<file path="config.mk">
export PLATFORM = sky130hd
export DESIGN_NAME = mant_mult_pipe_flat
export DESIGN_NICKNAME = d
export VERILOG_FILES = /design/src/rtl/mant_mult_pkg.sv /design/src/rtl/mant_mult_if.sv /design/src/rtl/mant_round_ne.sv /design/src/rtl/mant_mult_pipe.sv /design/src/flat_wrapper.sv
export SDC_FILE = /design/constraint.sdc
export NUM_CORES = 1
export LEC_CHECK = 0
export CAP_MARGIN = 5
export CORE_MARGIN = 4
export CORE_UTILIZATION = 60
export CTS_BUF_LIST = sky130_fd_sc_hd__clkbuf_2
export CTS_CLUSTER_SIZE = 20
export DETAILED_ROUTE_END_ITERATION = 12
export DONT_BUFFER_PORTS = 1
export PLACE_DENSITY = 0.76
export SYNTH_ARGS = -nofsm -noshare
export SYNTH_HDL_FRONTEND = slang
export SYNTH_SLANG_ARGS = --single-unit
</file>
<file path="constraint.sdc">
create_clock -name CLK -period 13 [get_ports CLK]
set_input_delay 2.6 -clock CLK [delete_from_list [all_inputs] [get_ports CLK]]
set_output_delay 2.6 -clock CLK [all_outputs]
set_load 0.1 [all_outputs]
</file>
<file path="src/rtl/mant_mult_pkg.sv">
// Shared types and limits for the pipelined mantissa multiplier.
// Optional round stage is enabled by defining MANT_MULT_ROUND_EN.
package mant_mult_pkg;

    localparam int W_MIN      = 8;
    localparam int W_MAX      = 64;
    localparam int STAGES_MIN = 2;
    localparam int STAGES_MAX = 6;
    localparam int TAG_W_MIN  = 1;
    localparam int TAG_W_MAX  = 16;
    localparam int P_W_MAX    = 2 * W_MAX;

    function automatic int prod_w(input int w);
        return 2 * w;
    endfunction

    // Sized for the widest legal build; narrower builds use the low bits.
    typedef struct packed {
        logic                 valid;
        logic [TAG_W_MAX-1:0] tag;
        logic [P_W_MAX-1:0]   prod;
    } stage_t;

endpackage

</file>
<file path="src/rtl/mant_mult_if.sv">
// Handshake bundle between operand unpack, multiplier and exponent adjust.
// M and EXP_INC exist only when MANT_MULT_ROUND_EN is defined.
interface mant_mult_if #(
    parameter int W     = 24,
    parameter int TAG_W = 4
);
    logic             IN_VALID;
    logic             IN_READY;
    logic [W-1:0]     A;
    logic [W-1:0]     B;
    logic [TAG_W-1:0] IN_TAG;
    logic             OUT_VALID;
    logic             OUT_READY;
    logic [W:0]       R;
    logic             STICKY;
    logic [TAG_W-1:0] OUT_TAG;
`ifdef MANT_MULT_ROUND_EN
    logic [W-1:0]     M;
    logic             EXP_INC;

    modport master (
        output IN_VALID, A, B, IN_TAG, OUT_READY,
        input  IN_READY, OUT_VALID, R, STICKY, OUT_TAG, M, EXP_INC
    );
    modport slave (
        input  IN_VALID, A, B, IN_TAG, OUT_READY,
        output IN_READY, OUT_VALID, R, STICKY, OUT_TAG, M, EXP_INC
    );
`else
    modport master (
        output IN_VALID, A, B, IN_TAG, OUT_READY,
        input  IN_READY, OUT_VALID, R, STICKY, OUT_TAG
    );
    modport slave (
        input  IN_VALID, A, B, IN_TAG, OUT_READY,
        output IN_READY, OUT_VALID, R, STICKY, OUT_TAG
    );
`endif
endinterface

</file>
<file path="src/rtl/mant_round_ne.sv">
// Normalise a 2W-bit product and round to nearest even.
// Present only when MANT_MULT_ROUND_EN is defined.
`ifdef MANT_MULT_ROUND_EN
module mant_round_ne #(
    parameter int W = 24
) (
    input  logic [2*W-1:0] p,
    output logic [W-1:0]   m,
    output logic           exp_inc
);
    logic         top;
    logic [W-1:0] mant;
    logic         guard;
    logic         sticky;
    logic         rup;
    logic [W:0]   sum;

    always_comb begin
        top     = p[2*W-1];
        mant    = p[2*W-2:W-1];
        guard   = p[W-2];
        sticky  = |p[W-3:0];
        if (top) begin
            mant   = p[2*W-1:W];
            guard  = p[W-1];
            sticky = |p[W-2:0];
        end
        rup = guard & (sticky | mant[0]);
        sum = {1'b0, mant} + {{W{1'b0}}, rup};
        m       = sum[W-1:0];
        exp_inc = top;
        // All-ones mantissa rounding up wraps to 1.000...
        if (sum[W]) begin
            m       = {1'b1, {(W-1){1'b0}}};
            exp_inc = 1'b1;
        end
    end
endmodule
`endif

</file>
<file path="src/rtl/mant_mult_pipe.sv">
// Pipelined unsigned mantissa multiplier with valid/ready and tag sideband.
// Define MANT_MULT_ROUND_EN to add the round-to-nearest-even output stage.
module mant_mult_pipe
    import mant_mult_pkg::*;
#(
    parameter int W      = 24,
    parameter int STAGES = 2,
    parameter int TAG_W  = 4
) (
    input logic       CLK,
    input logic       RESET,
    mant_mult_if.slave bus
);
    localparam int PW = prod_w(W);
    localparam int H  = W / 2;
    localparam int HW = W - H;

    if (W < W_MIN || W > W_MAX) begin : g_bad_w
        $error("mant_mult_pipe: W out of range");
    end
    if (STAGES < STAGES_MIN || STAGES > STAGES_MAX) begin : g_bad_s
        $error("mant_mult_pipe: STAGES out of range");
    end
    if (TAG_W < TAG_W_MIN || TAG_W > TAG_W_MAX) begin : g_bad_t
        $error("mant_mult_pipe: TAG_W out of range");
    end

    stage_t           pipe [STAGES];
    logic [W+HW-1:0]  hi_q;
    logic [W+H-1:0]   pp_lo;
    logic [W+HW-1:0]  pp_hi;
    logic [PW-1:0]    sum;
    stage_t           out_s;
    logic             en;
    logic             unused_pad;

    assign en           = bus.OUT_READY | ~out_s.valid;
    assign bus.IN_READY = en;

    // Stage 0 forms two half-width partial products; stage 1 sums them.
    assign pp_lo = {{H{1'b0}}, bus.A} * {{W{1'b0}}, bus.B[H-1:0]};
    assign pp_hi = {{HW{1'b0}}, bus.A} * {{W{1'b0}}, bus.B[W-1:H]};
    assign sum   = PW'(pipe[0].prod[W+H-1:0]) + (PW'(hi_q) << H);

    always_ff @(posedge CLK) begin
        if (en) begin
            pipe[0].valid <= bus.IN_VALID;
            pipe[0].tag   <= TAG_W_MAX'(bus.IN_TAG);
            pipe[0].prod  <= P_W_MAX'(pp_lo);
            hi_q          <= pp_hi;
            pipe[1]       <= '{valid: pipe[0].valid,
                               tag:   pipe[0].tag,
                               prod:  P_W_MAX'(sum)};
            for (int i = 2; i < STAGES; i++) begin
                pipe[i] <= pipe[i-1];
            end
        end
        if (RESET) begin
            for (int i = 0; i < STAGES; i++) begin
                pipe[i].valid <= 1'b0;
            end
        end
    end

`ifdef MANT_MULT_ROUND_EN
    stage_t       rnd_q;
    logic [W-1:0] m_q;
    logic         inc_q;
    logic [W-1:0] m_d;
    logic         inc_d;

    mant_round_ne #(.W(W)) u_round (
        .p       (pipe[STAGES-1].prod[PW-1:0]),
        .m       (m_d),
        .exp_inc (inc_d)
    );

    always_ff @(posedge CLK) begin
        if (en) begin
            rnd_q <= pipe[STAGES-1];
            m_q   <= m_d;
            inc_q <= inc_d;
        end
        if (RESET) begin
            rnd_q.valid <= 1'b0;
        end
    end

    assign out_s       = rnd_q;
    assign bus.M       = m_q;
    assign bus.EXP_INC = inc_q;
`else
    assign out_s = pipe[STAGES-1];
`endif

    assign bus.OUT_VALID = out_s.valid;
    assign bus.R         = out_s.prod[PW-1:W-1];
    assign bus.STICKY    = |out_s.prod[W-2:0];
    assign bus.OUT_TAG   = out_s.tag[TAG_W-1:0];

    // Pad bits of the wide payload carry nothing in narrow builds.
    assign unused_pad = ^out_s;

endmodule

</file>
<file path="src/flat_wrapper.sv">
// flat-port wrapper written by rule: the top's interface ports become plain ports
module mant_mult_pipe_flat import mant_mult_pkg::*;
#(
    parameter int W      = 24,
    parameter int STAGES = 2,
    parameter int TAG_W  = 4
)
  (CLK, RESET, bus_IN_VALID, bus_A, bus_B, bus_IN_TAG, bus_OUT_READY, bus_IN_READY, bus_OUT_VALID, bus_R, bus_STICKY, bus_OUT_TAG);
  mant_mult_if #(.W(W), .TAG_W(TAG_W)) bus_i ();
  input logic CLK;
  input logic RESET;
  input wire logic [$bits(bus_i.IN_VALID)-1:0] bus_IN_VALID;
  input wire logic [$bits(bus_i.A)-1:0] bus_A;
  input wire logic [$bits(bus_i.B)-1:0] bus_B;
  input wire logic [$bits(bus_i.IN_TAG)-1:0] bus_IN_TAG;
  input wire logic [$bits(bus_i.OUT_READY)-1:0] bus_OUT_READY;
  output wire logic [$bits(bus_i.IN_READY)-1:0] bus_IN_READY;
  output wire logic [$bits(bus_i.OUT_VALID)-1:0] bus_OUT_VALID;
  output wire logic [$bits(bus_i.R)-1:0] bus_R;
  output wire logic [$bits(bus_i.STICKY)-1:0] bus_STICKY;
  output wire logic [$bits(bus_i.OUT_TAG)-1:0] bus_OUT_TAG;
  assign bus_i.IN_VALID = bus_IN_VALID;
  assign bus_i.A = bus_A;
  assign bus_i.B = bus_B;
  assign bus_i.IN_TAG = bus_IN_TAG;
  assign bus_i.OUT_READY = bus_OUT_READY;
  assign bus_IN_READY = bus_i.IN_READY;
  assign bus_OUT_VALID = bus_i.OUT_VALID;
  assign bus_R = bus_i.R;
  assign bus_STICKY = bus_i.STICKY;
  assign bus_OUT_TAG = bus_i.OUT_TAG;
  mant_mult_pipe #(.W(W), .STAGES(STAGES), .TAG_W(TAG_W)) u_core (.CLK(CLK), .RESET(RESET), .bus(bus_i));
endmodule
</file>
==> metrics.yaml <==
global_routing:
  antenna_found_initial: 2
  grt_pass1_wl_um: 96300
  grt_max_degree: 71
  overflow: 0
  track_usage: 0.274
  grt_pass1_vias: 18725
worst_hold_path:
  hold_class: "reg2reg"
  hold_depth: 2
cts:
  cts-root-buf: "clkbuf_2"
  clkSinkCount: 130
  clkSlewWorstSetupHoldPaths_ps: 210
  htreeDepth: 4
  post_cts_buffers: 0
  cts_buffers: 17
  cts-resized-gates: 0
  cts_hold_buf: 0
  clk_latency_ps: 720
  cts_tree: "yes"
  cts_buffer_depth: 2
die:
  start_util: 0.614
  die_w_um: 208
  core_region_area_um2: 39000
  die_area_um2: 43200
  rows: 72
  die_h_um: 208
  ios: 88
worst_setup_path:
  crit_family: "adder cells"
  path_class: "in2reg"
  cp.depth: 19
  crit_end: "u_core.pipe[0][32]"
  cp_max_fo: 24
  r2r_cells: 5
  rr_startpoint: "u_core.pipe[0][129]"
  cpMaxStageDelayCell: "fa_1"
  crit_chain: "and2_1, fa_1, inv_1, fa_1, inv_1, fa_1, fa_1, inv_1, fa_1, inv_1, ha_1, a21oi_1, o21ai_0, o31ai_1, a21oi_1, a31oi_2, nor3_1, a211oi_1, xnor2_1"
  rrSetupSlack_ps: 9830
  r2r_end: "u_core.pipe[0][64]"
  cp_num_buf_inv: 4
  crit_path_frequent_cell: "fa_1"
  critPathLaunch: "bus_B[6]"
  end_kind: "flop"
  critPathMaxStageDelay_ps: 540
  startpoint_type: "input port"
  arrival_ps: 7490
  crit_required_ps: 13490
drt:
  wire_per_inst_um: 19.1
  drc_errors: 0
  vias: 17179
  ant_nets: 0
  avgViaCountPerCell: 5.72
  wl_um: 57200
  drt_iter0_drc: 1242
  drt-pass1-iter-count: 6
place:
  dp_hpwl_um: 44800
  post-place-cells: 2971
  place.gp.congestion: 0.921
  io_buffers: 0
sta:
  worst_slew_pin_slew_ps: 1050
  report.final.slew_viol_count: 0
  hold_viol: 0
  period_needed_ps: 7000
  rsz0062_at_grt: "false"
  setup_tns_ps: 0
  fmax_mhz: 143
  clock-skew-final_ps: 28.1
  finalCritPeriodShare: 0.538
  finalSetupViolations: 0
  relSlewSlack: 0.298
logic_synthesis:
  postSynthAreaPerCell_um2: 9.22
  yosys_warnings: 0
  synth_ff_type: "edfxtp_1"
  yosys.area.top_type: "fa_1"
  syn-num-nets: 3266
  ys_async_sr_fraction: 0
  ys_top_cells_by_count: "542 x inv_1, 466 x nand2_1, 441 x fa_1, 172 x ha_1, 169 x and2_1"
  synth_top_area_frac: 0.369
  ys_types: 72
  synth_seq_cells: 130
  synthesis.area_um2: 23900
  synth_cells: 2597
  ys_top_cells_by_area: "fa_1 37%, edfxtp_1 16%, ha_1 9.0%, inv_1 8.5%, nand2_1 7.3%"
  synth-seq-area-share: 0.162
  synth.most_common_cell: "inv_1"
  synth_edf_count: 128
flow_run:
  drv_cap: 0
layout:
  final_layout_size_suffix_gt1_frac: 0.0249
  area_growth_pct: 1.02
  final_cells: 3004
  fin_nets: 3141
status:
  run_status: "finished, final reports clean"
## through the flow
step	utilization	setup WS (ps)	cell area, µm²	hold slack [ps]
CTS	0.620	6060	24200	434
floorplan	-	3960	23900	400
global route	0.620	5750	24200	457
finish	0.620	6000	24200	444
global placement	0.614	5350	24000	401
detailed placement	0.614	5250	24000	405
## area by class of cell
| class | count | area [µm²] |
|---|---|---|
| Timing Repair Buffer | 2 | 15.0 |
| Clock inverter | 14 | 145 |
| Fill cell | 3274 | 14800 |
| Clock buffer | 18 | 90.1 |
| Inverter | 542 | 2030 |
| Multi-Input combinational cell | 1779 | 17400 |
| Tap cell | 518 | 648 |
| Sequential cell | 130 | 3880 |
| Antenna cell | 1 | 2.50 |
## worst min-delay path by stage
stage	start	to	slack (ps)
global route	u_core.pipe[0][9]	u_core.pipe[0][74]	460
detailed placement	u_core.pipe[0][8]	u_core.pipe[0][73]	400
global placement	u_core.pipe[0][48]	u_core.pipe[0][113]	400
CTS	u_core.pipe[0][64]	u_core.pipe[0][129]	430
finish	u_core.pipe[0][64]	u_core.pipe[0][129]	440
floorplan	u_core.pipe[0][48]	u_core.pipe[0][113]	400
## routing by layer
layer	share of wire	vias to the layer above	global-route usage
met5	0.00012	-	0
met4	0.032	2	0.0872
met3	0.095	113	0.0648
met2	0.45	826	0.426
met1	0.43	8562	0.385
li1	-	7676	-
## registers in the layout, indices dropped and copies added (netlist names)
register,cells
u_core.pipe,94
u_core.hi_q,36
## kinds of logic after synthesis
logic type	Yosys count	share of synthesized area
buf+inv	688	0.113
xor+xnor	83	0.0304
flops	130	0.162
mux	5	0.00214
fa+ha+maj	613	0.459
simple gates	819	0.161
compound gates	259	0.0735
## layout by cell type (no fill, tap or decap), types with 5 or more instances in the layout
cell	instances
inv_1	542
nand2_1	466
fa_1	441
ha_1	172
and2_1	169
edfxtp_1	128
a21oi_1	68
a21o_1	56
xnor2_1	53
nor2_1	51
o21ai_0	44
xor2_1	30
nand3_1	22
clkbuf_2	18
nor3_1	17
nand4_1	15
nor2b_1	15
nand2b_1	14
a31oi_1	11
and3_1	10
a211oi_1	9
nor3b_1	8
o21a_1	7
a21oi_2	6
inv_6	6
o21ai_1	5
o21bai_1	5
o211ai_1	5
or3_1	5
nor4b_1	5
nor4_1	5
## worst reg2reg max path, delay by kind of cell (launching register included)
kind / cells / cell delay, ps
DFF: 1 / 710
buffers and inverters: 2 / 1500
muxes: 1 / 290
and+or+nand+nor: 2 / 580
Power is left out: the tool's default activity adds up to more than one toggle a clock period on the data nets, which glitch-free logic cannot reach.
